`config.mk`:
```
export PLATFORM = sky130hd
export DESIGN_NAME = axil_reg_slice
export DESIGN_NICKNAME = d
export VERILOG_FILES = /design/src/rtl/axil_pkg.sv /design/src/rtl/axil_skid_buf.sv /design/src/rtl/axil_reg_slice.sv
export SDC_FILE = /design/constraint.sdc
export NUM_CORES = 1
export LEC_CHECK = 0
export ABC_CLOCK_PERIOD_IN_PS = 1700
export CAP_MARGIN = 10
export CORE_MARGIN = 5
export CORE_UTILIZATION = 46
export CTS_CLUSTER_DIAMETER = 200
export DETAILED_ROUTE_END_ITERATION = 7
export GPL_ROUTABILITY_DRIVEN = 0
export PLACE_DENSITY_LB_ADDON = 0.2
export SETUP_SLACK_MARGIN = 0.4
export SYNTH_ARGS = -nofsm -noshare
export SYNTH_HDL_FRONTEND = slang
export SYNTH_SLANG_ARGS = --single-unit
```
`constraint.sdc`:
```
create_clock -name i_clk -period 1.7 [get_ports i_clk]
set_input_delay 0.17 -clock i_clk [delete_from_list [all_inputs] [get_ports i_clk]]
set_output_delay 0.17 -clock i_clk [all_outputs]
set_load 0.02 [all_outputs]
```
`src/rtl/axil_pkg.sv`:
```
// Shared AXI4-Lite constants for the register slice and its skid buffers.
package axil_pkg;

    localparam int AXIL_PROT_W = 3;
    localparam int AXIL_RESP_W = 2;

    localparam logic [AXIL_RESP_W-1:0] OKAY   = 2'b00;
    localparam logic [AXIL_RESP_W-1:0] EXOKAY = 2'b01;
    localparam logic [AXIL_RESP_W-1:0] SLVERR = 2'b10;
    localparam logic [AXIL_RESP_W-1:0] DECERR = 2'b11;

endpackage

```
`src/rtl/axil_skid_buf.sv`:
```
// One-deep skid buffer: a main output register backed by a single skid entry.
// The upstream ready is a flop equal to "skid not occupied", so it never has a
// combinational path from the downstream ready.
module axil_skid_buf #(
    parameter int G_W = 8
) (
    input  logic           i_clk,
    input  logic           i_rst,
    input  logic           s_valid,
    output logic           s_ready,
    input  logic [G_W-1:0] s_data,
    output logic           m_valid,
    input  logic           m_ready,
    output logic [G_W-1:0] m_data
);

    localparam logic [1:0] ST_EMPTY = 2'd0;
    localparam logic [1:0] ST_BUSY  = 2'd1;
    localparam logic [1:0] ST_FULL  = 2'd2;

    logic [1:0]     state;
    logic [1:0]     state_nxt;
    logic           ready_q;
    logic [G_W-1:0] main_p0;
    logic [G_W-1:0] skid_p0;
    logic           in_hs;
    logic           out_hs;

    assign in_hs  = s_valid & ready_q;
    assign out_hs = (state != ST_EMPTY) & m_ready;

    // Next-state selection from the two handshakes.
    always_comb begin
        state_nxt = state;
        case (state)
            ST_EMPTY: if (in_hs) state_nxt = ST_BUSY;
            ST_BUSY: begin
                if (in_hs && !out_hs)      state_nxt = ST_FULL;
                else if (!in_hs && out_hs) state_nxt = ST_EMPTY;
            end
            ST_FULL:  if (out_hs) state_nxt = ST_BUSY;
            default:  state_nxt = ST_EMPTY;
        endcase
    end

    // Control state and the registered upstream ready (low only while skid holds data).
    always_ff @(posedge i_clk) begin
        if (i_rst) begin
            state   <= ST_EMPTY;
            ready_q <= 1'b0;
        end else begin
            state   <= state_nxt;
            ready_q <= (state_nxt != ST_FULL);
        end
    end

    // Stage p0: main/skid payload registers; cleared on reset so outputs read zero.
    always_ff @(posedge i_clk) begin
        if (i_rst) begin
            main_p0 <= '0;
            skid_p0 <= '0;
        end else begin
            case (state)
                ST_EMPTY: if (in_hs) main_p0 <= s_data;
                ST_BUSY: begin
                    if (in_hs && out_hs) main_p0 <= s_data;
                    else if (in_hs)      skid_p0 <= s_data;
                end
                ST_FULL:  if (out_hs) main_p0 <= skid_p0;
                default:  ;
            endcase
        end
    end

    assign s_ready = ready_q;
    assign m_valid = (state != ST_EMPTY);
    assign m_data  = main_p0;

endmodule

```
`src/rtl/axil_reg_slice.sv`:
```
// AXI4-Lite register slice: AW, W and AR each pass through an axil_skid_buf
// (1-cycle latency, full throughput, registered upstream ready).
// Build option: define AXIL_REG_SLICE_RESP_EN to also register the B and R
// channels in the reverse direction; otherwise B and R are plain wires that
// are only forced to zero while i_rst is high.
module axil_reg_slice
    import axil_pkg::*;
#(
    parameter int G_ADDR_W = 20,
    parameter int G_DATA_W = 32
) (
    input  logic                    i_clk,
    input  logic                    i_rst,
    // upstream slave port
    input  logic                    s_axil_awvalid,
    output logic                    s_axil_awready,
    input  logic [G_ADDR_W-1:0]     s_axil_awaddr,
    input  logic [AXIL_PROT_W-1:0]  s_axil_awprot,
    input  logic                    s_axil_wvalid,
    output logic                    s_axil_wready,
    input  logic [G_DATA_W-1:0]     s_axil_wdata,
    input  logic [G_DATA_W/8-1:0]   s_axil_wstrb,
    output logic                    s_axil_bvalid,
    input  logic                    s_axil_bready,
    output logic [AXIL_RESP_W-1:0]  s_axil_bresp,
    input  logic                    s_axil_arvalid,
    output logic                    s_axil_arready,
    input  logic [G_ADDR_W-1:0]     s_axil_araddr,
    input  logic [AXIL_PROT_W-1:0]  s_axil_arprot,
    output logic                    s_axil_rvalid,
    input  logic                    s_axil_rready,
    output logic [G_DATA_W-1:0]     s_axil_rdata,
    output logic [AXIL_RESP_W-1:0]  s_axil_rresp,
    // downstream master port
    output logic                    m_axil_awvalid,
    input  logic                    m_axil_awready,
    output logic [G_ADDR_W-1:0]     m_axil_awaddr,
    output logic [AXIL_PROT_W-1:0]  m_axil_awprot,
    output logic                    m_axil_wvalid,
    input  logic                    m_axil_wready,
    output logic [G_DATA_W-1:0]     m_axil_wdata,
    output logic [G_DATA_W/8-1:0]   m_axil_wstrb,
    input  logic                    m_axil_bvalid,
    output logic                    m_axil_bready,
    input  logic [AXIL_RESP_W-1:0]  m_axil_bresp,
    output logic                    m_axil_arvalid,
    input  logic                    m_axil_arready,
    output logic [G_ADDR_W-1:0]     m_axil_araddr,
    output logic [AXIL_PROT_W-1:0]  m_axil_arprot,
    input  logic                    m_axil_rvalid,
    output logic                    m_axil_rready,
    input  logic [G_DATA_W-1:0]     m_axil_rdata,
    input  logic [AXIL_RESP_W-1:0]  m_axil_rresp
);

    localparam int AW_W = G_ADDR_W + AXIL_PROT_W;
    localparam int W_W  = G_DATA_W + G_DATA_W / 8;
    localparam int R_W  = G_DATA_W + AXIL_RESP_W;

    // Write address: {prot, addr}
    axil_skid_buf #(.G_W(AW_W)) u_aw (
        .i_clk   (i_clk),
        .i_rst   (i_rst),
        .s_valid (s_axil_awvalid),
        .s_ready (s_axil_awready),
        .s_data  ({s_axil_awprot, s_axil_awaddr}),
        .m_valid (m_axil_awvalid),
        .m_ready (m_axil_awready),
        .m_data  ({m_axil_awprot, m_axil_awaddr})
    );

    // Write data: {strb, data}
    axil_skid_buf #(.G_W(W_W)) u_w (
        .i_clk   (i_clk),
        .i_rst   (i_rst),
        .s_valid (s_axil_wvalid),
        .s_ready (s_axil_wready),
        .s_data  ({s_axil_wstrb, s_axil_wdata}),
        .m_valid (m_axil_wvalid),
        .m_ready (m_axil_wready),
        .m_data  ({m_axil_wstrb, m_axil_wdata})
    );

    // Read address: {prot, addr}
    axil_skid_buf #(.G_W(AW_W)) u_ar (
        .i_clk   (i_clk),
        .i_rst   (i_rst),
        .s_valid (s_axil_arvalid),
        .s_ready (s_axil_arready),
        .s_data  ({s_axil_arprot, s_axil_araddr}),
        .m_valid (m_axil_arvalid),
        .m_ready (m_axil_arready),
        .m_data  ({m_axil_arprot, m_axil_araddr})
    );

`ifdef AXIL_REG_SLICE_RESP_EN
    // Write response, flowing from the master port back to the slave port.
    axil_skid_buf #(.G_W(AXIL_RESP_W)) u_b (
        .i_clk   (i_clk),
        .i_rst   (i_rst),
        .s_valid (m_axil_bvalid),
        .s_ready (m_axil_bready),
        .s_data  (m_axil_bresp),
        .m_valid (s_axil_bvalid),
        .m_ready (s_axil_bready),
        .m_data  (s_axil_bresp)
    );

    // Read data: {resp, data}, flowing from the master port back to the slave port.
    axil_skid_buf #(.G_W(R_W)) u_r (
        .i_clk   (i_clk),
        .i_rst   (i_rst),
        .s_valid (m_axil_rvalid),
        .s_ready (m_axil_rready),
        .s_data  ({m_axil_rresp, m_axil_rdata}),
        .m_valid (s_axil_rvalid),
        .m_ready (s_axil_rready),
        .m_data  ({s_axil_rresp, s_axil_rdata})
    );
`else
    logic [R_W-1:0] r_pass;

    // Zero-latency response path; forced quiet while reset is held.
    assign s_axil_bvalid = m_axil_bvalid & ~i_rst;
    assign s_axil_bresp  = i_rst ? '0 : m_axil_bresp;
    assign m_axil_bready = s_axil_bready & ~i_rst;

    assign r_pass        = i_rst ? '0 : {m_axil_rresp, m_axil_rdata};
    assign s_axil_rvalid = m_axil_rvalid & ~i_rst;
    assign s_axil_rresp  = r_pass[R_W-1:G_DATA_W];
    assign s_axil_rdata  = r_pass[G_DATA_W-1:0];
    assign m_axil_rready = s_axil_rready & ~i_rst;
`endif

endmodule

```
==> results.yml <==
status:
  outcome: "finished, final reports clean"
setup_path:
  cp_cell_sequence: "and3b_2, a31oi_4, buf_12, buf_12, mux2i_2, nor2_1"
  nature_of_the_critical_path_startpoint: "register"
  critical_path_required_ns: 1.98
  path_max_fanout: 6
  cpMostUsedCell: "sky130_fd_sc_hd__buf_12"
  crit_path_max_incr_delay_ns: 0.39
  timing.critical_path.slowest_stage_cell: "sky130_fd_sc_hd__dfxtp_4"
  setup.worst_path.end_class: "register"
  critical_path_class: "reg2reg"
  critical_path_arrival_ns: 1.86
sta:
  worst_clock_skew_ns: 0.00979
  finalHoldViolCount: 0
  max_slew.worst_pin.slew_ns: 0.655
  rsz_0062_raised_after_global_routing: "yes"
  setup_total_negative_slack_ns: 0
  layout_setup_ws_ns: 0.114
  finalCriticalPeriod_ns: 1.59
  max_slew_vio_count: 0
  max_clock_freq_mhz: 631
  max-slew-margin-rel: 0.563
  setup_violations: 0
  layout_worst_path_cycle_share: 0.933
clocking:
  clock_transition_at_the_register_clock_pins_on_the_worst_setup_and_hold_paths_after_cts_ns: 0.07
  clock_insertion_delay_worst_skew_ns: 0.42
  number_of_clock_sinks: 173
  cts_inserted_buffers: 17
  cts_htree_levels: 4
  clockRootBuffer: "sky130_fd_sc_hd__clkbuf_16"
  tritoncts: "done"
  maximum_count_of_clock_buffers_along_a_single_path: 2
detailed_routing:
  drc: 0
  first_pass_iters: 6
  dr_vias_cell: 5.25
  first_iter_violations: 300
  routed_wire_length_per_instance_um: 19.2
  via_count: 7082
  antenna_left: 0
  total_wire_length_after_detailed_routing_mm: 25.9
placed_design:
  dpl.cell_count: 1270
  numPortBuffers: 257
  hpwlAfterDp_mm: 14.4
  dp_slack_ns: -0.0561
grt:
  grt_overflow: 0
  grt_use_total: 0.225
  first_pass_grt_wire_length_mm: 35.0
  first_global_vias: 6682
  antenna_violations_before_repair: 1
  grt_max_degree: 60
logic_synthesis:
  synthesis.area_mm2: 0.00763
  netlist_top_cells_count: "sky130_fd_sc_hd__dfxtp_1, sky130_fd_sc_hd__nand2_1, sky130_fd_sc_hd__nor2_1"
  number_of_storage_elements_in_the_synthesis_netlist: 173
  synth.net_count: 951
  postSynthCellCount: 821
  synth_edf_count: 0
  postSynth.asyncResetShare: 0
  post-synth-top-area-cell: "sky130_fd_sc_hd__dfxtp_1"
  synth_top_flop_cell: "sky130_fd_sc_hd__dfxtp_1"
  post-synth-top-area-fraction: 0.454
  most_frequent_cell_after_synthesis: "sky130_fd_sc_hd__dfxtp_1"
  synth_area_leaders: "sky130_fd_sc_hd__dfxtp_1, sky130_fd_sc_hd__mux2i_1, sky130_fd_sc_hd__nand2_1"
  synth_seq_area_share: 0.454
  number_of_warnings_printed_during_yosys_synthesis: 0
  syn-mean-instance-area_um2: 9.30
  synthDistinctLibCells: 27
flow_run:
  drv_cap: 0
die:
  die_height_um: 139
  io_pins: 258
  design.core.area_mm2: 0.0164
  floorplan.die_area_mm2: 0.0193
  core.rowCount: 47
  floorplan.initialDensity: 0.465
  floorplan.die.width_um: 139
power:
  p_sw_frac: 0.251
  internal_power_mw: 7.45
  power.leakage_nw: 5.52
  clock_power_share: 0.387
  power_density_mw_per_mm2: 785
  irDropWorstVdd_uv: 707
  portion_of_total_power_attributed_to_combinational_logic: 0.181
  p_switching_mw: 2.49
  seqPwrFrac: 0.431
finish:
  postLayoutCoreUtil: 0.772
  design.final.nets: 1249
  post_route_cells_drive_above_1_share: 0.321
  area_overhead_vs_synth_pct: 65.9
  instances_no_fill: 1350
min_path:
  hold_path_class: "in2reg"
[per-layer routing]
layer / GRT usage / up-vias / wire [um]
met3: 0.0714 / 40 / 1700
met1: 0.250 / 3434 / 9750
li1: - / 3326 / -
met4: 0.0870 / 0 / 627
met2: 0.400 / 282 / 13800
met5: 0 / - / 0
[logic make-up after synthesis]
group | synth area share
simple gates | 0.185
flops | 0.454
mux | 0.245
compound gates | 0.0672
buf+inv | 0.0482
[per-stage QoR]
stage | hold slack [ns] | cell area, um2 | total power [mW]
detailed placement | 0.443 | 10500 | 5.95
global route | 0.196 | 12700 | 10.3
floorplan | 0.294 | 7700 | 5.15
CTS | 0.132 | 11600 | 9.77
global placement | 0.437 | 10500 | 5.94
finish | 0.181 | 12700 | 9.94
[placed cells by master (no fill, tap or decap), drive strengths merged, types with 3 or more instances in the layout]
master / netlist / routed
and2: 3 / 3
dfxtp: 173 / 173
buf: 33 / 74
nand2: 167 / 167
dlygate4sd2: 0 / 47
mux2: 82 / 82
or2: 5 / 5
clkdlybuf4s50: 0 / 128
mux2i: 84 / 84
and3b: 3 / 3
clkdlybuf4s15: 0 / 50
clkinvlp: 0 / 3
a31oi: 3 / 3
inv: 3 / 3
a21oi: 89 / 89
nor2b: 44 / 44
nand3: 6 / 6
clkbuf: 24 / 58
bufinv: 0 / 3
nor2: 90 / 90
nand2b: 6 / 6
[area by class of cell]
cell class | count | area, um2
fillers | 1077 | 3740
diodes | 1 | 2.50
clock inverters | 7 | 118
clock buffers | 22 | 444
inverters | 3 | 11.3
repair buffers | 336 | 3680
flip-flops and latches | 173 | 3490
multi-input cells | 588 | 4640
well taps | 220 | 275
[flip-flops by register name, summed over array words and instances (netlist names)]
| signal | cells |
|---|---|
| u_ar.m_data | 23 |
| u_ar.s_ready | 1 |
| u_aw.m_data | 23 |
| u_aw.skid_p0 | 23 |
| u_w.skid_p0 | 36 |
| u_w.m_data | 36 |
| u_aw.s_ready | 1 |
| u_ar.state | 2 |
| u_ar.skid_p0 | 23 |
| u_aw.state | 2 |
| u_w.s_ready | 1 |
| u_w.state | 2 |
[final timing paths]
| kind | from | to | slack (ns) | depth (start not counted) |
|---|---|---|---|---|
| min reg2reg | u_w.skid_p0[23] | u_w.skid_p0[23] | 0.46 | 2 |
| max | u_w.state[0] | u_w.m_data[30] | 0.11 | 6 |
| max reg2reg | u_w.state[0] | u_w.m_data[30] | 0.11 | 6 |
| min | i_rst | u_ar.m_data[10] | 0.18 | 2 |
[timing repair]
| item | 4_1_cts | 5_1_grt |
|---|---|---|
| gates resized for setup | 235 | 304 |
| hold endpoints to repair | 0 | 0 |
| setup buffers | 17 | 8 |
| setup endpoints to repair | 228 | 237 |
| pin swaps | 14 | 143 |
| hold buffers | 0 | 0 |
| cloned | 11 | 14 |
[power by group through the flow]
| stage | sequential [mW] | clock, mW | combinational, mW |
|---|---|---|---|
| finish | 4.29 | 3.85 | 1.80 |
| global route | 4.30 | 4.06 | 1.91 |
| global placement | 4.37 | 0 | 1.57 |
| floorplan | 4.49 | 0 | 0.661 |
| detailed placement | 4.37 | 0 | 1.58 |
| CTS | 4.27 | 3.86 | 1.64 |
[critical path: cells and delay by family, from the launching register on]
kind                   cells  cell delay, ns
AND/OR/NAND/NOR            2            0.32
buffers and inverters      2            0.30
AO/OA/AOI/OAI              1            0.19
flip-flops                 1            0.39
multiplexers               1            0.24
No activity file was read; power rests on OpenSTA's default activity.
